===== src/rtl/pc_sequencer.sv =====
// Fetch-stage next-PC controller: owns the PC and the instruction-memory request,
// and merges sequential fetch, EX redirects, stalls and halts.
module pc_sequencer #(
    parameter int unsigned    N            = 64,
    parameter logic [N-1:0]   RESET_VECTOR = '0,
    parameter int unsigned    INC          = 4
) (
    input  logic         clk,
    input  logic         rst,
    input  logic         stall_i,
    input  logic         halt_i,
    input  logic         redirect_valid_i,
    input  logic [N-1:0] redirect_target_i,
    output logic         imem_req_o,
    output logic [N-1:0] imem_addr_o,
    input  logic         imem_ready_i,
    output logic [N-1:0] pc_o,
    output logic         if_valid_o,
    output logic [N-1:0] if_pc_o,
    output logic         flush_o,
    output logic         fault_o,
    output logic         halted_o
);

    typedef enum logic [1:0] {
        BOOT   = 2'd0,
        FETCH  = 2'd1,
        HALTED = 2'd2,
        FAULT  = 2'd3
    } state_t;

    state_t       state;
    state_t       state_nxt;
    logic [N-1:0] pc_nxt;
    logic [N-1:0] if_pc_nxt;
    logic         if_valid_nxt;
    logic         flush_nxt;
    logic         accept;

    assign imem_addr_o = pc_o;

    // State and output registers
    always_ff @(posedge clk or posedge rst) begin
        if (rst) begin
            state      <= BOOT;
            pc_o       <= RESET_VECTOR;
            if_pc_o    <= '0;
            if_valid_o <= 1'b0;
            flush_o    <= 1'b0;
            fault_o    <= 1'b0;
            halted_o   <= 1'b0;
        end else begin
            state      <= state_nxt;
            pc_o       <= pc_nxt;
            if_pc_o    <= if_pc_nxt;
            if_valid_o <= if_valid_nxt;
            flush_o    <= flush_nxt;
            fault_o    <= (state_nxt == FAULT);
            halted_o   <= (state_nxt == HALTED);
        end
    end

    // Next-state logic; priority is redirect > halt > stall > sequential
    always_comb begin
        state_nxt    = state;
        pc_nxt       = pc_o;
        if_pc_nxt    = if_pc_o;
        if_valid_nxt = 1'b0;
        flush_nxt    = 1'b0;
        imem_req_o   = 1'b0;
        accept       = 1'b0;

        case (state)
            FAULT: begin
                state_nxt = FAULT;
            end
            default: begin
                if (redirect_valid_i) begin
                    flush_nxt = 1'b1;
                    if (redirect_target_i[1:0] == 2'b00) begin
                        pc_nxt    = redirect_target_i;
                        state_nxt = FETCH;
                    end else begin
                        state_nxt = FAULT;
                    end
                end else if (state == BOOT) begin
                    state_nxt = FETCH;
                end else if (state == FETCH) begin
                    if (halt_i) begin
                        state_nxt = HALTED;
                    end else begin
                        imem_req_o = !stall_i;
                        accept     = imem_req_o && imem_ready_i;
                        if (accept) begin
                            pc_nxt       = pc_o + N'(INC);
                            if_pc_nxt    = pc_o;
                            if_valid_nxt = 1'b1;
                        end
                    end
                end
            end
        endcase
    end

endmodule


===== config.mk =====
export PLATFORM = sky130hd
export DESIGN_NAME = pc_sequencer
export DESIGN_NICKNAME = d
export VERILOG_FILES = /design/src/rtl/pc_sequencer.sv
export SDC_FILE = /design/constraint.sdc
export NUM_CORES = 1
export LEC_CHECK = 0
export ABC_AREA = 1
export CAP_MARGIN = 20
export CORE_MARGIN = 1
export CORE_UTILIZATION = 44
export CTS_BUF_LIST = sky130_fd_sc_hd__clkbuf_8
export CTS_CLUSTER_DIAMETER = 50
export CTS_CLUSTER_SIZE = 14
export DETAILED_ROUTE_END_ITERATION = 8
export PLACE_DENSITY_LB_ADDON = 0.15
export RECOVER_POWER = 25
export SLEW_MARGIN = 20
export SYNTH_ARGS = -nofsm -noshare
export SYNTH_HDL_FRONTEND = slang
export SYNTH_SLANG_ARGS = --single-unit

===== constraint.sdc =====
create_clock -name clk -period 4.2 [get_ports clk]
set_input_delay 0.84 -clock clk [delete_from_list [all_inputs] [get_ports clk]]
set_output_delay 0.84 -clock clk [all_outputs]
set_load 0.01 [all_outputs]

[Word-level counts from Yosys, hierarchy flattened]
Cells that the tools add are included.
Word-level totals
  output and inout bits: 197
  register bits: 134
  logic and storage cells: 52
Cells by class
  bitwise logic cells: 4
  reductions and logical operators: 8
  equal/unequal tests: 7
  mux-type cells: 25
  add/subtract/negate cells: 1
Operators with widths (count)
  64-bit 2-to-1 mux: 6
  64-bit by 3-bit adder with 64-bit output (second input constant): 1
  1-bit 2-to-1 mux: 13
  2-bit 2-to-1 mux: 6
  6-bit AND reduction: 2
  2-bit equality test (second input constant): 3
  2-bit zero test: 2
  2-bit by 1-bit != test with 1-bit output (second input constant): 2
  1-bit inverter: 4
  2-bit nonzero test: 2
  2-bit by 1-bit equality test with 1-bit output (second input constant): 1
  2-bit != test (second input constant): 1
  1-bit logical AND: 1
  1-bit zero test: 1

[Logic depth before layout (Yosys ltp)]
  depth in word-level cells: 8
  mapped depth: 11
  gate-level depth less buffers: 11

[Worst setup path before layout]
No wires, ideal clock.
  path kind: input port to output port
  start: input port redirect_valid_i
  end: output port imem_req_o
  path slack: 1990 ps
  data required time: 3360 ps
  path buffers: 2
  arrival: 1370 ps
  cell stages on the path: 3
  path through: buf_4 -> clkbuf_1 -> nor2_1
On the way
  longest elaborated chain between the ends: 2
Ends and longest elaborated chain
  from (decl): line 12  | input logic redirect_valid_i,
  1-bit 2-to-1 mux: line 78  | if (redirect_valid_i) begin
  1-bit 2-to-1 mux: line 73  | case (state)
  to (decl): line 14  | output logic imem_req_o,
Every way passes these cells.

[Worst setup path in the final report]
  start: input port halt_i
  end: output port imem_req_o
On the way
  longest elaborated chain between the ends: 5
Ends and longest elaborated chain
  from (decl): line 11  | input logic halt_i,
  1-bit 2-to-1 mux: line 89  | if (halt_i) begin
  1-bit 2-to-1 mux: line 88  | end else if (state == FETCH) begin
  1-bit 2-to-1 mux: line 86  | end else if (state == BOOT) begin
  1-bit 2-to-1 mux: line 78
  1-bit 2-to-1 mux: line 73
Every way passes these cells.

==> results.cfg <==
[logic_synthesis]
synth.avg_cell_area_um2 = 6.82
synth_top_area_share_pct = 40.6
synth-seq-cells = 134
ys_types = 28
synth-warning-count = 0
syn_inst = 1211
synth_area_mm2 = 0.00826
synth_largest_area_cell = dfrtp_1
synth.net_count = 1282
ys_top_cells_by_area = dfrtp_1, nand2_1, nor2_1, buf_4, inv_1
yosysSeqAreaShare_pct = 40.6

[clock_network]
ctsHoldBuffers = 0
clock_sinks = 134
cts_buffers = 17
cts_setup_buffers = 0
clkTransAtPathRegs_ns = 0.07
clk_latency_ns = 0.47
htree_num_levels = 4
cts_tree = done
cts_resized = 0
cts_root_buf = clkbuf_8
clock_path_buffers = 2

[power]
clkPwrFrac_pct = 27.2
vdd_drop_max_mv = 0.215
swShare_pct = 36.4
p_total_w = 0.00428
p_seq_share_pct = 40.3
p_int_w = 0.00272
power.switching_w = 0.00156
combPwrFrac_pct = 32.4
power_leakage_nw = 5.04
pwr_density_cell_mw_per_mm2 = 389

[finish]
area_growth_pct = 33.0
fin_cells = 1640
fin_util_pct = 60.4
drive_gt1_share_pct = 4.96
nets = 1469
nFillCells = 1778
antenna_cells = 0

[setup_path]
rrSetupSlack_ns = 2.02
critPathLaunch = halt_i
worstPathBufferInverterCount = 2
cp_max_fo = 2
cp.required_ns = 3.36
arrival_ns = 2.22
path_depth = 5
crit_chain = dlygate4sd3_1, nor2_1, nand2_1, nor2_1, clkdlybuf4s50_1
start_kind = primary input
slowest_delay_ns = 0.55
reg2regPathDepth = 10
crit_end = imem_req_o
end_kind = primary output
path_delay_family = buffers and inverters
worstReg2RegStart = imem_addr_o[27]
cp_common_cell = nor2_1
r2r-end = imem_addr_o[62]
cp_slowest_cell = dlygate4sd3_1
crit_type = in -> out

[global_route]
grt_first_pass_wirelength_mm = 43.1
grt_usage_pct = 28.8
antenna_found_initial = 1
grt_pass1_vias = 7921
grt_max_degree = 135
grt_overflow = 0

[floorplan]
die_x_um = 139
ios = 267
core-area_mm2 = 0.0182
initial_core_util_pct = 45.4
die_y_um = 139
rows = 49
fp.dieArea_mm2 = 0.0193

[place]
dp_hpwl_mm = 19.8
port_buffers = 266
gp_congestion = 0.921
dp_cells = 1608

[status]
status = finished with violations
violations = design-rule violations, max-capacitance violations, max-slew violations

[drt]
drc = 15
wl_per_cell_um = 16.5
num_vias = 8449
dr.pass1.iters = 9
avgViaCountPerCell = 5.15
final_antenna_net_count = 0
drtIter0Drc = 685
drt-total-wl_mm = 27.0

[min_path]
min_path_cells = 2
min_path_type = reg -> reg

[timing]
slew_violations = 135
min_period_ns = 3.06
skew_ns = 0.0213
slew_headroom_pct = -25.7
hold_violations = 0
worst_slew_pin_slew_ns = 1.89
holdWs_ns = 0.488
setup_violations = 0
rsz0062_at_grt = no
post-route-period-util_pct = 72.8
fin_setup_tns_ns = 0
max_freq_ghz = 0.327

[run]
cap_violations = 1
-- cell families after synthesis --
logic type	count (synthesis)	synth area share, %
AND/OR/NAND/NOR	655	33.5
buffers and inverters	238	14.3
AO/OA/AOI/OAI	183	11.4
flip-flops	134	40.6
adder cells (fa/ha/maj)	1	0.151
-- area by class of cell --
cell class	count	area (um^2)	area share, %
sequential	134	3350	30.5
clock inverter	15	178	1.62
clock buffer	17	234	2.13
inverter	132	500	4.55
tap	229	287	2.61
multi-input combinational	839	3720	33.8
timing repair buffer	274	2720	24.8
-- synth_stat cells --
library cell,count
o21ai_2,1
o21ai_0,96
a211oi_1,1
nor2_4,8
nor3_1,4
nor2_2,4
nand2_2,9
buf_4,70
a21oi_1,39
buf_6,1
buf_1,3
dfrtp_1,134
inv_2,3
nand3_1,74
nand2_4,4
nand4_1,13
clkbuf_1,16
inv_1,129
buf_2,16
o21ai_1,36
nand3b_1,2
a31oi_1,1
o22ai_1,1
nand2_1,355
ha_1,1
a22oi_1,8
nor2_1,179
nor2_8,3
-- sequential cells by signal, summed over array words and instances (netlist names) --
name,cells
if_pc_o,64
imem_addr_o,64
state,2
fault_o,1
flush_o,1
halted_o,1
if_valid_o,1
-- power groups by stage --
stage | combinational (W) | clock (W) | sequential [W]
2_1_floorplan | 0.000742 | 0 | 0.00172
3_3_place_gp | 0.00137 | 0 | 0.00174
3_5_place_dp | 0.00138 | 0 | 0.00174
4_1_cts | 0.00139 | 0.00118 | 0.00172
5_1_grt | 0.00151 | 0.00124 | 0.00176
6_report | 0.00139 | 0.00116 | 0.00172
-- stage by stage --
stage / instance area (um^2) / worst slack [ns]
2_1_floorplan: 8270 / 1.69
3_3_place_gp: 10600 / 1.28
3_5_place_dp: 10600 / 1.20
4_1_cts: 11000 / 1.27
5_1_grt: 11000 / 1.02
6_report: 11000 / 1.14
-- tightest hold or removal path: cells and delay by family, from the launching register on --
family	cells	cell delay, ns
compound gates	1	0.06
flops	1	0.34
simple gates	1	0.05
-- how the worst min path moves through the flow --
stage	slack, ns	startpoint	to
after floorplan	0.51	if_pc_o[0]	if_pc_o[0]
after global placement	0.47	if_pc_o[15]	if_pc_o[15]
after detailed placement	0.46	if_pc_o[34]	if_pc_o[34]
after CTS	0.49	if_pc_o[38]	if_pc_o[38]
after global routing	0.51	if_pc_o[38]	if_pc_o[38]
final	0.49	if_pc_o[38]	if_pc_o[38]
-- layer usage --
layer | GRT usage (%) | routed length, um
met3 | 6.25 | 1850
met1 | 40.0 | 12500
met2 | 44.6 | 12100
met4 | 9.77 | 631
met5 | 0 | 0
-- placed cells by master (no fill, tap or decap) --
cell type and instances:
clkbuf_4 1, nand3b_1 2, clkinv_2 2, inv_1 130
nand3_1 74, clkdlybuf4s50_1 262, clkinvlp_4 4, a21oi_1 39
nand2_1 354, clkbuf_8 17, nor2_8 3, nor2_4 7
clkinv_1 1, o22ai_1 1, o21ai_1 36, ha_1 1
a22oi_1 8, buf_4 6, dlygate4sd3_1 3, nand2_4 4
inv_6 4, a31oi_1 1, bufinv_16 3, nand4_1 13
nand2_2 10, a211oi_1 1, clkinv_4 2, buf_2 1
nor3_1 4, o21ai_0 97, buf_6 1, nor2_1 180
nor2_2 4, inv_2 1, dfrtp_1 134
(Power assumes the default switching activity.)
